[src/rtl/cnn_layer_accel_weight_seq_addr_gen_pkg.sv]
// Shared constants and FSM encoding for the AWE weight-sequence address generator.
package cnn_layer_accel_weight_seq_addr_gen_pkg;

  localparam int NUM_WHT_SEQ_VALUES      = 32;
  localparam int C_WHT_SEQ_TABLE_LATENCY = 1;

  typedef enum logic [2:0] {
    ST_WSAG_IDLE  = 3'd0,
    ST_WSAG_CHECK = 3'd1,
    ST_WSAG_RUN   = 3'd2,
    ST_WSAG_DRAIN = 3'd3,
    ST_WSAG_DONE  = 3'd4
  } wsag_state_t;

endpackage

[src/rtl/cnn_layer_accel_weight_seq_addr_gen_if.sv]
// Layer-control config/handshake plus table read port and consumer-side valid strobes.
interface cnn_layer_accel_weight_seq_addr_gen_if
  import cnn_layer_accel_weight_seq_addr_gen_pkg::*;
#(
  parameter int C_RDADDR_WIDTH = $clog2(NUM_WHT_SEQ_VALUES),
  parameter int C_LEN_WIDTH    = $clog2(NUM_WHT_SEQ_VALUES + 1),
  parameter int C_REP_WIDTH    = 16
);
  // Handshake: start is a 1-cycle request honoured only while idle; busy spans
  // accept..done; done is a 1-cycle pulse; rden is the table read strobe and
  // seq_valid marks the cycle its data appears on the table outputs.
  logic                      start;
  logic [C_RDADDR_WIDTH-1:0] cfg_base;
  logic [C_LEN_WIDTH-1:0]    cfg_len;
  logic [C_REP_WIDTH-1:0]    cfg_rep;
  logic                      stall;
  logic [C_RDADDR_WIDTH-1:0] rdAddr;
  logic                      rden;
  logic                      seq_valid;
  logic                      seq_last;
  logic                      busy;
  logic                      done;
  logic                      cfg_err;

  modport master (
    output start, cfg_base, cfg_len, cfg_rep, stall,
    input  rdAddr, rden, seq_valid, seq_last, busy, done, cfg_err
  );

  modport slave (
    input  start, cfg_base, cfg_len, cfg_rep, stall,
    output rdAddr, rden, seq_valid, seq_last, busy, done, cfg_err
  );

endinterface

[src/rtl/cnn_layer_accel_weight_seq_addr_gen_valid_delay_pipe.sv]
// Fixed-depth shift of {valid,last} so strobes line up with registered table outputs.
module cnn_layer_accel_valid_delay_pipe #(
  parameter int C_DEPTH = 1
) (
  input  logic clk,
  input  logic rst,
  input  logic in_valid,
  input  logic in_last,
  output logic out_valid,
  output logic out_last
);

  logic [C_DEPTH-1:0][1:0] pipe_q, pipe_d;

  always_comb begin
    pipe_d    = pipe_q;
    pipe_d[0] = {in_valid, in_last};
    for (int i = 1; i < C_DEPTH; i++) pipe_d[i] = pipe_q[i-1];
  end

  always_ff @(posedge clk) begin
    if (rst) pipe_q <= '0;
    else     pipe_q <= pipe_d;
  end

  assign out_valid = pipe_q[C_DEPTH-1][1];
  assign out_last  = pipe_q[C_DEPTH-1][0];

endmodule

[src/rtl/cnn_layer_accel_weight_seq_addr_gen.sv]
// Walks the window [base, base+len-1] rep times over the weight-sequence tables,
// issuing one read per non-stalled cycle, then reports done to layer control.
module cnn_layer_accel_weight_seq_addr_gen
  import cnn_layer_accel_weight_seq_addr_gen_pkg::*;
#(
  parameter int C_NUM_SEQ_VALUES = NUM_WHT_SEQ_VALUES,
  parameter int C_RDADDR_WIDTH   = $clog2(C_NUM_SEQ_VALUES),
  parameter int C_LEN_WIDTH      = $clog2(C_NUM_SEQ_VALUES + 1),
  parameter int C_REP_WIDTH      = 16,
  parameter int C_TABLE_LATENCY  = C_WHT_SEQ_TABLE_LATENCY
) (
  input  logic                                   clk,
  input  logic                                   rst,
  cnn_layer_accel_weight_seq_addr_gen_if.slave   bus,
  output wsag_state_t                            dbg_state
);

  localparam int SW = C_RDADDR_WIDTH + 1;

  wsag_state_t               state_q, state_d;
  logic [C_RDADDR_WIDTH-1:0] base_q, base_d;
  logic [C_LEN_WIDTH-1:0]    len_q, len_d;
  logic [C_RDADDR_WIDTH-1:0] addr_q, addr_d;
  logic [C_LEN_WIDTH-1:0]    idx_q, idx_d;
  logic [C_REP_WIDTH-1:0]    pass_q, pass_d;
  logic                      err_q, err_d;
  logic                      busy_q, busy_d;
  logic                      done_q, done_d;
  logic                      cfg_err_q, cfg_err_d;
  logic                      rden, final_rd, pass_end, illegal;
  logic                      pipe_valid, pipe_last;

  // Reads are issued in the same cycle stall is seen low; the address itself is registered.
  assign rden     = (state_q == ST_WSAG_RUN) && !bus.stall;
  assign pass_end = (idx_q == len_q - C_LEN_WIDTH'(1));
  assign final_rd = rden && pass_end && (pass_q == C_REP_WIDTH'(1));
  assign illegal  = (len_q == '0) || (pass_q == '0) ||
                    ((SW'(base_q) + SW'(len_q)) > SW'(C_NUM_SEQ_VALUES));

  always_comb begin
    state_d = state_q;
    base_d  = base_q;
    len_d   = len_q;
    addr_d  = addr_q;
    idx_d   = idx_q;
    pass_d  = pass_q;
    err_d   = err_q;
    case (state_q)
      ST_WSAG_IDLE: begin
        if (bus.start) begin
          base_d  = bus.cfg_base;
          len_d   = bus.cfg_len;
          addr_d  = bus.cfg_base;
          idx_d   = '0;
          pass_d  = bus.cfg_rep;
          state_d = ST_WSAG_CHECK;
        end
      end
      ST_WSAG_CHECK: begin
        err_d   = illegal;
        state_d = illegal ? ST_WSAG_DONE : ST_WSAG_RUN;
      end
      ST_WSAG_RUN: begin
        if (rden) begin
          if (pass_end) begin
            idx_d  = '0;
            addr_d = base_q;
            pass_d = pass_q - C_REP_WIDTH'(1);
          end else begin
            idx_d  = idx_q + C_LEN_WIDTH'(1);
            addr_d = addr_q + C_RDADDR_WIDTH'(1);
          end
          if (final_rd) state_d = ST_WSAG_DRAIN;
        end
      end
      ST_WSAG_DRAIN: begin
        if (pipe_last) state_d = ST_WSAG_DONE;
      end
      ST_WSAG_DONE: begin
        err_d   = 1'b0;
        state_d = ST_WSAG_IDLE;
      end
      default: state_d = ST_WSAG_IDLE;
    endcase
    busy_d    = (state_d != ST_WSAG_IDLE);
    done_d    = (state_d == ST_WSAG_DONE);
    cfg_err_d = (state_d == ST_WSAG_DONE) && err_d;
  end

  always_ff @(posedge clk) begin
    if (rst) begin
      state_q   <= ST_WSAG_IDLE;
      base_q    <= '0;
      len_q     <= '0;
      addr_q    <= '0;
      idx_q     <= '0;
      pass_q    <= '0;
      err_q     <= 1'b0;
      busy_q    <= 1'b0;
      done_q    <= 1'b0;
      cfg_err_q <= 1'b0;
    end else begin
      state_q   <= state_d;
      base_q    <= base_d;
      len_q     <= len_d;
      addr_q    <= addr_d;
      idx_q     <= idx_d;
      pass_q    <= pass_d;
      err_q     <= err_d;
      busy_q    <= busy_d;
      done_q    <= done_d;
      cfg_err_q <= cfg_err_d;
    end
  end

  cnn_layer_accel_valid_delay_pipe #(
    .C_DEPTH (C_TABLE_LATENCY)
  ) u_valid_pipe (
    .clk       (clk),
    .rst       (rst),
    .in_valid  (rden),
    .in_last   (final_rd),
    .out_valid (pipe_valid),
    .out_last  (pipe_last)
  );

  assign bus.rdAddr    = addr_q;
  assign bus.rden      = rden;
  assign bus.seq_valid = pipe_valid;
  assign bus.seq_last  = pipe_last;
  assign bus.busy      = busy_q;
  assign bus.done      = done_q;
  assign bus.cfg_err   = cfg_err_q;
  assign dbg_state     = state_q;

endmodule

[src/flat_wrapper.sv]
// flat-port wrapper written by rule: the top's interface ports become plain ports
module cnn_layer_accel_weight_seq_addr_gen_flat import cnn_layer_accel_weight_seq_addr_gen_pkg::*;
#(
  parameter int C_NUM_SEQ_VALUES = NUM_WHT_SEQ_VALUES,
  parameter int C_RDADDR_WIDTH   = $clog2(C_NUM_SEQ_VALUES),
  parameter int C_LEN_WIDTH      = $clog2(C_NUM_SEQ_VALUES + 1),
  parameter int C_REP_WIDTH      = 16,
  parameter int C_TABLE_LATENCY  = C_WHT_SEQ_TABLE_LATENCY
)
  (clk, rst, dbg_state, bus_start, bus_cfg_base, bus_cfg_len, bus_cfg_rep, bus_stall, bus_rdAddr, bus_rden, bus_seq_valid, bus_seq_last, bus_busy, bus_done, bus_cfg_err);
  cnn_layer_accel_weight_seq_addr_gen_if #(.C_RDADDR_WIDTH(C_RDADDR_WIDTH), .C_LEN_WIDTH(C_LEN_WIDTH), .C_REP_WIDTH(C_REP_WIDTH)) bus_i ();
  input  logic clk;
  input  logic rst;
  output wsag_state_t dbg_state;
  input wire logic [$bits(bus_i.start)-1:0] bus_start;
  input wire logic [$bits(bus_i.cfg_base)-1:0] bus_cfg_base;
  input wire logic [$bits(bus_i.cfg_len)-1:0] bus_cfg_len;
  input wire logic [$bits(bus_i.cfg_rep)-1:0] bus_cfg_rep;
  input wire logic [$bits(bus_i.stall)-1:0] bus_stall;
  output wire logic [$bits(bus_i.rdAddr)-1:0] bus_rdAddr;
  output wire logic [$bits(bus_i.rden)-1:0] bus_rden;
  output wire logic [$bits(bus_i.seq_valid)-1:0] bus_seq_valid;
  output wire logic [$bits(bus_i.seq_last)-1:0] bus_seq_last;
  output wire logic [$bits(bus_i.busy)-1:0] bus_busy;
  output wire logic [$bits(bus_i.done)-1:0] bus_done;
  output wire logic [$bits(bus_i.cfg_err)-1:0] bus_cfg_err;
  assign bus_i.start = bus_start;
  assign bus_i.cfg_base = bus_cfg_base;
  assign bus_i.cfg_len = bus_cfg_len;
  assign bus_i.cfg_rep = bus_cfg_rep;
  assign bus_i.stall = bus_stall;
  assign bus_rdAddr = bus_i.rdAddr;
  assign bus_rden = bus_i.rden;
  assign bus_seq_valid = bus_i.seq_valid;
  assign bus_seq_last = bus_i.seq_last;
  assign bus_busy = bus_i.busy;
  assign bus_done = bus_i.done;
  assign bus_cfg_err = bus_i.cfg_err;
  cnn_layer_accel_weight_seq_addr_gen #(.C_NUM_SEQ_VALUES(C_NUM_SEQ_VALUES), .C_RDADDR_WIDTH(C_RDADDR_WIDTH), .C_LEN_WIDTH(C_LEN_WIDTH), .C_REP_WIDTH(C_REP_WIDTH), .C_TABLE_LATENCY(C_TABLE_LATENCY)) u_core (.clk(clk), .rst(rst), .bus(bus_i), .dbg_state(dbg_state));
endmodule
[config.mk]
export PLATFORM = sky130hd
export DESIGN_NAME = cnn_layer_accel_weight_seq_addr_gen_flat
export DESIGN_NICKNAME = d
export VERILOG_FILES = /design/src/rtl/cnn_layer_accel_weight_seq_addr_gen_pkg.sv /design/src/rtl/cnn_layer_accel_weight_seq_addr_gen_if.sv /design/src/rtl/cnn_layer_accel_weight_seq_addr_gen_valid_delay_pipe.sv /design/src/rtl/cnn_layer_accel_weight_seq_addr_gen.sv /design/src/flat_wrapper.sv
export SDC_FILE = /design/constraint.sdc
export NUM_CORES = 1
export LEC_CHECK = 0
export ABC_AREA = 1
export BUFFER_PORTS_ARGS = -buffer_cell sky130_fd_sc_hd__buf_2
export CAP_MARGIN = 20
export CORE_ASPECT_RATIO = 1.1
export CORE_MARGIN = 2
export CORE_UTILIZATION = 45
export DETAILED_ROUTE_END_ITERATION = 8
export GPL_TIMING_DRIVEN = 1
export PLACE_DENSITY = 0.65
export RECOVER_POWER = 25
export SLEW_MARGIN = 20
export SYNTH_ARGS = -nofsm -noshare
export SYNTH_HDL_FRONTEND = slang
export SYNTH_HIERARCHICAL = 1
export SYNTH_SLANG_ARGS = --single-unit
[constraint.sdc]
create_clock -name clk -period 2.3 [get_ports clk]
set_input_delay 0.345 -clock clk [delete_from_list [all_inputs] [get_ports clk]]
set_output_delay 0.345 -clock clk [all_outputs]
set_load 0.01 [all_outputs]
======== After elaboration in Yosys (flattened, before gate mapping) ========
Index checks and enable logic that the tools add are counted.
storage, ports and cells
  output and inout bits ................... 14
  bits in registers ....................... 47
  input bits .............................. 31
cells by class
  multiplexer cells ....................... 19
  $add $sub $neg .......................... 5
  equal/unequal tests ..................... 10
  magnitude comparators ................... 1
  reduce and logical (&&, ||, !) cells .... 15
operators by type and width
  kind                   count
  $mux 16                3
  $pmux 16 s2            1
  $mux 6                 3
  $eq 16x1->1 const B    1
  $logic_not 16->1       1
  $sub 16x1->16 const B  1
  $mux 3                 5
  $mux 5                 3
  $pmux 3 s4             1
  $pmux 6 s2             1
  $pmux 5 s2             1
  $add 5x6->6            1
  $add 6x1->6 const B    1
  $eq 3x2->1 const B     2
  $eq 3x3->1 const B     2
  $eq 6x6->1             1
  $gt 6x6->1 const B     1
  $logic_not 6->1        1
  $sub 6x1->6 const B    1
  $add 5x1->5 const B    1
  $logic_and 1x1->1      4
  $ne 2x1->1 const B     2
  $reduce_and 4->1       1
  $eq 3x1->1 const B     1
  other kinds (9)        10

======== Logic depth before layout (Yosys ltp) ========
Gate-level depths: netlist of the first run.
  depth after elaboration ................. 9
  mapped depth ............................ 16
  mapped depth without buffers ............ 15

======== Cells and area by module ========
Netlist of the first run, hierarchy kept.
by module, submodules not included
  module                               times used  area an instance (sq um)  cells an instance  seq. area each (sq um)
  cnn_layer_accel_weight_seq_addr_gen  1           2,999.1                   478                900.9
  cnn_layer_accel_valid_delay_pipe     1           55.1                      6                  40.0

======== Least setup slack after synthesis of the first run ========
No wires, ideal clock.
  path kind ............................... register to register
  start ................................... register u_core.len_q[0]
  end ..................................... register u_core.pass_q[9]
  clock period less this slack ............ 1.926 ns
  arrival time ............................ 1.813 ns
  required time ........................... 2.187 ns
  stages on the path, launching flop included .. 16
  library setup time ...................... 0.113 ns
  setup slack ............................. 0.374 ns
  cell sequence ........................... dfxtp_1 inv_1 ha_1 inv_1 nand2_1 nand2_1 nand2_1 inv_1 nand3_1 nor2_1 nand3_2 nand2_2 nand2_4 buf_6 nor2_1 nor2_1
between the ends
  word-level cells in the longest chain between the ends .. 4
ends and longest elaborated chain
  item                        line                                        RTL
  from (decl)                 cnn_layer_accel_weight_seq_addr_gen.sv:22   logic [C_LEN_WIDTH-1:0] len_q, len_d;
  from (signal assigned)      cnn_layer_accel_weight_seq_addr_gen.sv:105  len_q <= len_d;
  $sub 6x1->6                 cnn_layer_accel_weight_seq_addr_gen.sv:35   assign pass_end = (idx_q == len_q - C_LEN_WIDTH'(1));
  $eq 6x6->1                  cnn_layer_accel_weight_seq_addr_gen.sv:35
  $ne 2x1->1 (no line)        -
  $reduce_and 4->1 (no line)  -
  to (signal assigned)        cnn_layer_accel_weight_seq_addr_gen.sv:108  pass_q <= pass_d;
  to (decl)                   cnn_layer_accel_weight_seq_addr_gen.sv:25   logic [C_REP_WIDTH-1:0] pass_q, pass_d;
No other way between the ends.
A chain may end at the register's enable or synchronous reset.

======== Worst setup path in the final report of the first run ========
  start ................................... register u_core.len_q[0]
  end ..................................... register u_core.idx_q[4]
between the ends
  word-level cells in the longest chain between the ends .. 5
ends and longest elaborated chain
  item                  line                                        RTL
  $sub 6x1->6           cnn_layer_accel_weight_seq_addr_gen.sv:35
  $eq 6x6->1            cnn_layer_accel_weight_seq_addr_gen.sv:35
  $mux 6                cnn_layer_accel_weight_seq_addr_gen.sv:65   if (pass_end) begin
  $mux 6                cnn_layer_accel_weight_seq_addr_gen.sv:64   if (rden) begin
  $pmux 6 s2            cnn_layer_accel_weight_seq_addr_gen.sv:48   case (state_q)
  to (signal assigned)  cnn_layer_accel_weight_seq_addr_gen.sv:107  idx_q <= idx_d;
  to (decl)             cnn_layer_accel_weight_seq_addr_gen.sv:24   logic [C_LEN_WIDTH-1:0] idx_q, idx_d;
No other way between the ends. The select of a mux whose other input is x is not followed.

==> metrics.md, run 1 <==
| Metric | Value |
|---|---|
| Final wirelength | just under 8000 um |
| Place WS | 0.2161 ns |
| Worst slew pin tran | 0.5002 ns |
| Area of the multi-input gates | 1800 um^2 |
| Grt total ovfl | 0 |
| Commonest non-fill, non-tap cell in the layout | nand2_1 |
| Hold depth | 3 |
| Endpoint type of the worst setup path | register |
| Max Transition Viols Final | 0 |
| CTS Buffer Depth | 2 |
| Die span in y | 90.41 um |
| Most frequent cells in the layout | 124 x nand2_1, 62 x inv_1, 62 x nor2_1 |
| Crit Reg-Reg Startpoint | u_core/len_q[0] |
| Logic pwr share | 0.420 |
| Design area | 3487 um^2 |
| Reg clk slew, reported paths | 0.09 ns |
| Pin count of the biggest net entering global routing | 27 |
| CTS tree | done |
| H-tree depth | 2 |
| Slew HR | 0.6640 |
| Post-CTS Setup Repair Bufs | 0 |
| Nets | around 580 |
| Synth top area cells | dfxtp_1 31%, nand2_1 15%, nand3_1 7.9%, inv_1 7.6%, nor2_1 7.6% |
| Net switching power | 0.001185 W |
| Share of layout cells above drive strength 1 | 0.1180 |
| First-pass GRT wire length | between 10,000 and 15,000 um |
| Mapped Nets | about 530 |
| Post-route setup TNS | 0 ns |
| Post-synth ARST share | 0 |
| Worst Path Max Fanout | 16 |
| Clock power frac | 0.206 |
| Status | completed |
| Pwr dens | just over 800 nW/um^2 |
| Port Buffers | 44 |
| CP max-delay cell | dfxtp_2 |
| Req. time, crit path | 2.49 ns |
| Final Hold Vio Count | 0 |
| Sequential power share | 0.373 |
| Worst skew pair latency | 0.30 ns |
| Vias | 3,208 |
| CTS sink cnt | 47 |
| Avg WL per Cell | 12.72 um |
| Leak | about 1.7 nW |
| Switching part of the total | 0.4108 |
| Maximum vdd drop | 0.4040 mV |
| Internal | 0.001700 W |
| Final std cells w/o fill | between 600 and 700 |
| Placed instance count | 609 |
| EDFF count, synth | 0 |
| Final ANT Viol Nets | 0 |
| Clock root buffer master | clkbuf_8 |
| CP peak stage delay | 0.35 ns |
| RSZ-0062 raised after global routing | false |
| WP data arrival | 2.24 ns |
| Initial drt markers | ~160 |
| Startpoint types | register |
| Synth Cell Area | 3054 um^2 |
| WS Path Type | reg2reg |
| R2R Path End | u_core/idx_q[4] |
| Skew final | 0.006949 ns |
| All-Layer GR Usage | 0.2211 |
| CP bufs+invs | 3 |
| Fin worst setup slack | 0.2542 ns |
| Fraction of the yosys area taken by sequential cells | 0.3081 |
| Core box area | roughly 6600 um^2 |
| Yosys cell types | 32 |
| Gate Count Post-Synth | 484 |
| GPL Wtd Cong | 0.9293 |
| HP Start | bus_cfg_base[4] |
| Ports | 45 |
| Number of max-cap violations | 0 |
| Final Util | 0.5288 |
| Die area | 7463 um^2 |
| DRC errors left | 0 |
| Final min period | 2.046 ns |
| CP Cell Sequence | inv_1 -> ha_1 -> inv_1 -> nand2_1 -> nand2_1 -> nand2_1 -> inv_1 -> nand3_1 -> nor2_1 -> nand3_2 -> nand2_2 -> nand2_4 -> nand2_1 -> nor2_1 |
| Via density | 5.208 |
| Crit-path leading delay family | simple AND/OR/NAND/NOR gates |
| Row count | 31 |
| Fmax | 488.8 MHz |
| Dominant synthesized flop cell | dfxtp_1 |
| Worst Hold End | u_core/base_q[4] |
| CTS Buf Count | 5 |
| Worst hold path class | in2reg |
| R2R depth | 14 |
| Vias in the first global route | 3,013 |
| Placement Cell Area | 3393 um^2 |
| Worst reg2reg setup slack | 0.25 ns |
| Setup violations, final | 0 |
| Top cell type's share of synthesized area | 0.3081 |
| Period utilization | 0.8895 |
| Area grow syn2layout | 14.17% |
| Worst path most repeated cell | nand2_1 |
| Post-DP HPWL | 5963 um |
| FF+latch area | 943.4 um^2 |
| Avg Cell Area, Syn | about 6.3 um^2 |
| Die Span X | 82.55 um |
| Initial core utilization | 0.4632 |
| Cell taking the most area after synthesis | dfxtp_1 |
| Drt first pass iters | 5 |
| FF+latch count, synth | 47 |
| Yosys Warn Count | 6 |
| Initial antenna violation count | 0 |
| Fillers | 699 |
| Antenna cells | 0 |
## synthesized netlist by cell type, types with 3 or more instances
| cell | n |
|---|---|
| xnor2_1 | 4 |
| xor2_1 | 6 |
| nand2_1 | 125 |
| nand4_1 | 8 |
| dfxtp_1 | 47 |
| nand3_1 | 48 |
| ha_1 | 11 |
| nand3b_1 | 8 |
| a21oi_1 | 32 |
| o21ai_0 | 33 |
| nor3_1 | 5 |
| clkbuf_1 | 8 |
| inv_1 | 62 |
| buf_6 | 3 |
| nor2_1 | 62 |
## through the flow
| stage | hold slack, ns | total power, W |
|---|---|---|
| finish | 0.3000 | 0.002885 |
| global placement | 0.4719 | 0.002292 |
| CTS | 0.2997 | 0.002907 |
| floorplan | 0.4162 | 0.001978 |
| detailed placement | 0.4823 | 0.002304 |
| global route | 0.2987 | 0.003158 |
## timing repair
action	4_1_cts	5_1_grt
resized for setup	0	4
setup endpoints to repair	0	9
hold buffers	0	0
## cell type report
class / instances / area share
well taps: 82 / 0.02942
clock inverters: 1 / 0.008611
clock buffers: 6 / 0.02081
repair buffers: 56 / 0.08432
inverters: 65 / 0.06997
multi-input cells: 359 / 0.5163
flip-flops and latches: 47 / 0.2705
## kinds of logic (layout without fill, tap and decap cells)
group,count (synthesis),count (layout),synth area share
AND/OR/NAND/NOR,264,264,0.3765
buffers and inverters,78,128,0.1041
multiplexers,1,1,0.003277
AO/OA/AOI/OAI,71,71,0.1225
flip-flops,47,47,0.3081
adder cells (fa/ha/maj),12,12,0.05162
XOR/XNOR,11,11,0.03400
## layer usage
metal,global-route usage,share of wire,up-vias
li1,-,-,1649
met2,0.3750,0.48,95
met3,0.03700,0.054,14
met1,0.2825,0.45,1450
met4,0.06421,0.017,0
met5,0,0,-
## power by group through the flow
stage	registers (W)	logic [W]	clock network, W
after floorplan	0.00107	0.000905	0
after global placement	0.00109	0.00120	0
after detailed placement	0.00109	0.00121	0
after CTS	0.00107	0.00122	0.000616
after global routing	0.00109	0.00142	0.000646
final	0.00108	0.00121	0.000595
## tightest hold or removal path, stage by stage
cell,delay (ns)
buf_2,0.07
inv_1,0.04
a21oi_1,0.10
## worst max path at each step
stage                     startpoint                 end  slack [ns]  cells past startpoint
floorplan            u_core/len_q[0]    u_core/pass_q[9]        0.37                     15
global placement    u_core/base_q[0]     u_core/bus.busy        0.19                     14
detailed placement  u_core/base_q[0]     u_core/bus.busy        0.22                     15
CTS                 u_core/base_q[0]     u_core/bus.busy        0.18                     14
global route        u_core/base_q[0]  u_core/bus.cfg_err       0.001                     14
finish               u_core/len_q[0]     u_core/idx_q[4]        0.25                     14
## registers in the layout (all words and copies together) (netlist names)
signal                      cells
u_core/bus.done                 1
u_core/err_q                    1
u_core/pass_q                  16
u_core/base_q                   5
u_core/len_q                    6
u_core/idx_q                    6
u_core/bus.cfg_err              1
u_core/dbg_state                3
u_core/bus.busy                 1
u_core/bus.rdAddr               5
u_core/u_valid_pipe/pipe_q      2
Note: power is estimated with default switching activity, not from simulation.
==> inputs of run 2 (changes only) <==
==> constraint.sdc (replaced) <==
create_clock -name clk -period 2.3 [get_ports clk]
set_input_delay 0.345 -clock clk [delete_from_list [all_inputs] [get_ports clk]]
set_output_delay 0.345 -clock clk [all_outputs]
set_load 0.005 [all_outputs]
==> run 2 against run 1 <==
  * Register-to-register slack about the same
  * Critical endpoint is now u_core/bus.cfg_err
  * Largest power group unchanged
  * Cell count unchanged
  * Global-route usage unchanged
  * Routed wire length about the same
==> metrics.md, run 2 (same netlist as run 1, synthesis figures left out) <==
| Metric | Value |
|---|---|
| Most frequent cells in the layout | 124 x nand2_1, 62 x inv_1, 62 x nor2_1 |
| Number of max-cap violations | 0 |
| R2R depth | 14 |
| Pin count of the biggest net entering global routing | 27 |
| Die Span X | approximately 83 um |
| Core box area | 6594 um^2 |
| Logic pwr share | 0.419 |
| Drt first pass iters | 4 |
| Place WS | 0.2161 ns |
| Switching part of the total | 0.4075 |
| WS Path Type | reg2reg |
| Avg WL per Cell | 12.72 um |
| Vias in the first global route | 3,013 |
| Status | completed |
| Req. time, crit path | 2.50 ns |
| Max Transition Viols Final | 0 |
| CTS Buf Count | 5 |
| Worst hold path class | in2reg |
| Post-CTS Setup Repair Bufs | 0 |
| Fmax | 486.8 MHz |
| Period utilization | 0.8932 |
| Reg clk slew, reported paths | 0.09 ns |
| Final wirelength | 7838 um |
| Fillers | slightly below 700 |
| HP Start | bus_cfg_base[4] |
| CTS tree | done |
| Final Hold Vio Count | 0 |
| Clock root buffer master | clkbuf_8 |
| Area grow syn2layout | 14.42% |
| First-pass GRT wire length | roughly 13,000 um |
| All-Layer GR Usage | 0.2211 |
| CTS Buffer Depth | 2 |
| Maximum vdd drop | a little over 0.4 mV |
| Nets | 577 |
| Final min period | 2.054 ns |
| Largest Register | u_core/pass_q |
| Crit Reg-Reg Startpoint | u_core/base_q[0] |
| Die area | 7463 um^2 |
| RSZ-0062 raised after global routing | false |
| Fin worst setup slack | about 0.25 ns |
| Setup violations, final | 0 |
| Clock power frac | 0.207 |
| Final std cells w/o fill | 616 |
| Vias | 3,178 |
| Post-DP HPWL | 5963 um |
| Worst Path Max Fanout | 3 |
| Initial core utilization | 0.4632 |
| Pwr dens | between 800 and 900 nW/um^2 |
| Final ANT Viol Nets | 0 |
| Worst reg2reg setup slack | about 0.25 ns |
| GPL Wtd Cong | a little over 0.9 |
| Endpoint type of the worst setup path | register |
| H-tree depth | 2 |
| Hold depth | 3 |
| CTS sink cnt | 47 |
| Slew HR | 0.6669 |
| Internal | between 0.0015 and 0.002 W |
| Row count | 31 |
| Ports | 45 |
| Worst Hold End | u_core/base_q[4] |
| Antenna cells | 0 |
| Initial antenna violation count | 0 |
| Leak | between 1.5 and 2 nW |
| Worst skew pair latency | 0.30 ns |
| Biggest regs | u_core/pass_q: 16 flops, u_core/idx_q: 6 flops, u_core/len_q: 6 flops |
| Net switching power | 0.001172 W |
| WP data arrival | between 2 and 2.5 ns |
| Skew final | 0.006764 ns |
| DRC errors left | 0 |
| Commonest non-fill, non-tap cell in the layout | nand2_1 |
| Initial drt markers | roughly 160 |
| Max reg flops | 16 |
| Grt total ovfl | 0 |
| Die span in y | 90.41 um |
| Post-route setup TNS | 0 ns |
| Share of layout cells above drive strength 1 | 0.1292 |
| Placed instance count | 609 |
| Startpoint types | register |
| R2R Path End | u_core/bus.cfg_err |
| Worst slew pin tran | 0.4958 ns |
| Sequential power share | 0.374 |
| Port Buffers | 44 |
| Via density | 5.159 |
run 2: timing repair:
| item | CTS | global route |
|---|---|---|
| resized for setup | 0 | 4 |
| hold buffers | 0 | 0 |
| endpoints found under the setup margin | 0 | 9 |
run 2: layer usage:
metal,track usage,wire [um],share of wire
met5,0,0,0
met4,0.06421,97,0.012
met3,0.03700,374,0.048
met2,0.3750,3877,0.49
met1,0.2825,3489,0.45
run 2: per-stage QoR:
stage / area (um^2) / util / total power (W) / hold slack [ns]
after global placement: 3393 / 0.5146 / 0.002279 / 0.4719
after CTS: 3496 / 0.5302 / 0.002894 / 0.2997
after detailed placement: 3393 / 0.5146 / 0.002290 / 0.4823
final: 3495 / 0.5300 / 0.002875 / 0.2984
after global routing: 3495 / 0.5300 / 0.003149 / 0.2987
after floorplan: 3054 / - / 0.001965 / 0.4162
run 2: worst max-delay path, cell delays in order (launching register included):
cell     delay [ns]
dfxtp_2        0.36
ha_2           0.19
inv_1          0.05
fa_1           0.48
nand2_1        0.06
a21oi_1        0.12
nand2_1        0.07
nor2_1         0.08
nand2_1        0.05
nand2_1        0.08
nand2_1        0.06
nand2_1        0.10
o21ai_0        0.13
nand2_1        0.08
inv_1          0.03
run 2: how the worst max path moves through the flow:
stage / start / end / slack [ns] / depth (start not counted)
final: u_core/base_q[0] / u_core/bus.cfg_err / 0.25 / 14
after global routing: u_core/base_q[0] / u_core/bus.cfg_err / 0.001 / 14
after CTS: u_core/base_q[0] / u_core/bus.busy / 0.18 / 14
after detailed placement: u_core/base_q[0] / u_core/bus.busy / 0.22 / 15
after global placement: u_core/base_q[0] / u_core/bus.busy / 0.19 / 14
after floorplan: u_core/len_q[0] / u_core/pass_q[9] / 0.37 / 15
run 2: layout make-up:
cell class	count	area, um^2	share of cell area
Inverter	65	244.0	0.06982
Clock buffer	6	72.57	0.02077
Multi-Input combinational cell	359	1800	0.5152
Sequential cell	47	943.4	0.2700
Tap cell	82	102.6	0.02936
Timing Repair Buffer	56	301.5	0.08629
Clock inverter	1	30.03	0.008593
run 2: power by group through the flow:
| stage | logic [W] | clock network [W] | registers, W |
|---|---|---|---|
| 6_report | 0.00120 | 0.000595 | 0.00108 |
| 5_1_grt | 0.00141 | 0.000646 | 0.00109 |
| 4_1_cts | 0.00121 | 0.000616 | 0.00107 |
| 3_5_place_dp | 0.00120 | 0 | 0.00109 |
| 3_3_place_gp | 0.00119 | 0 | 0.00109 |
| 2_1_floorplan | 0.000904 | 0 | 0.00106 |
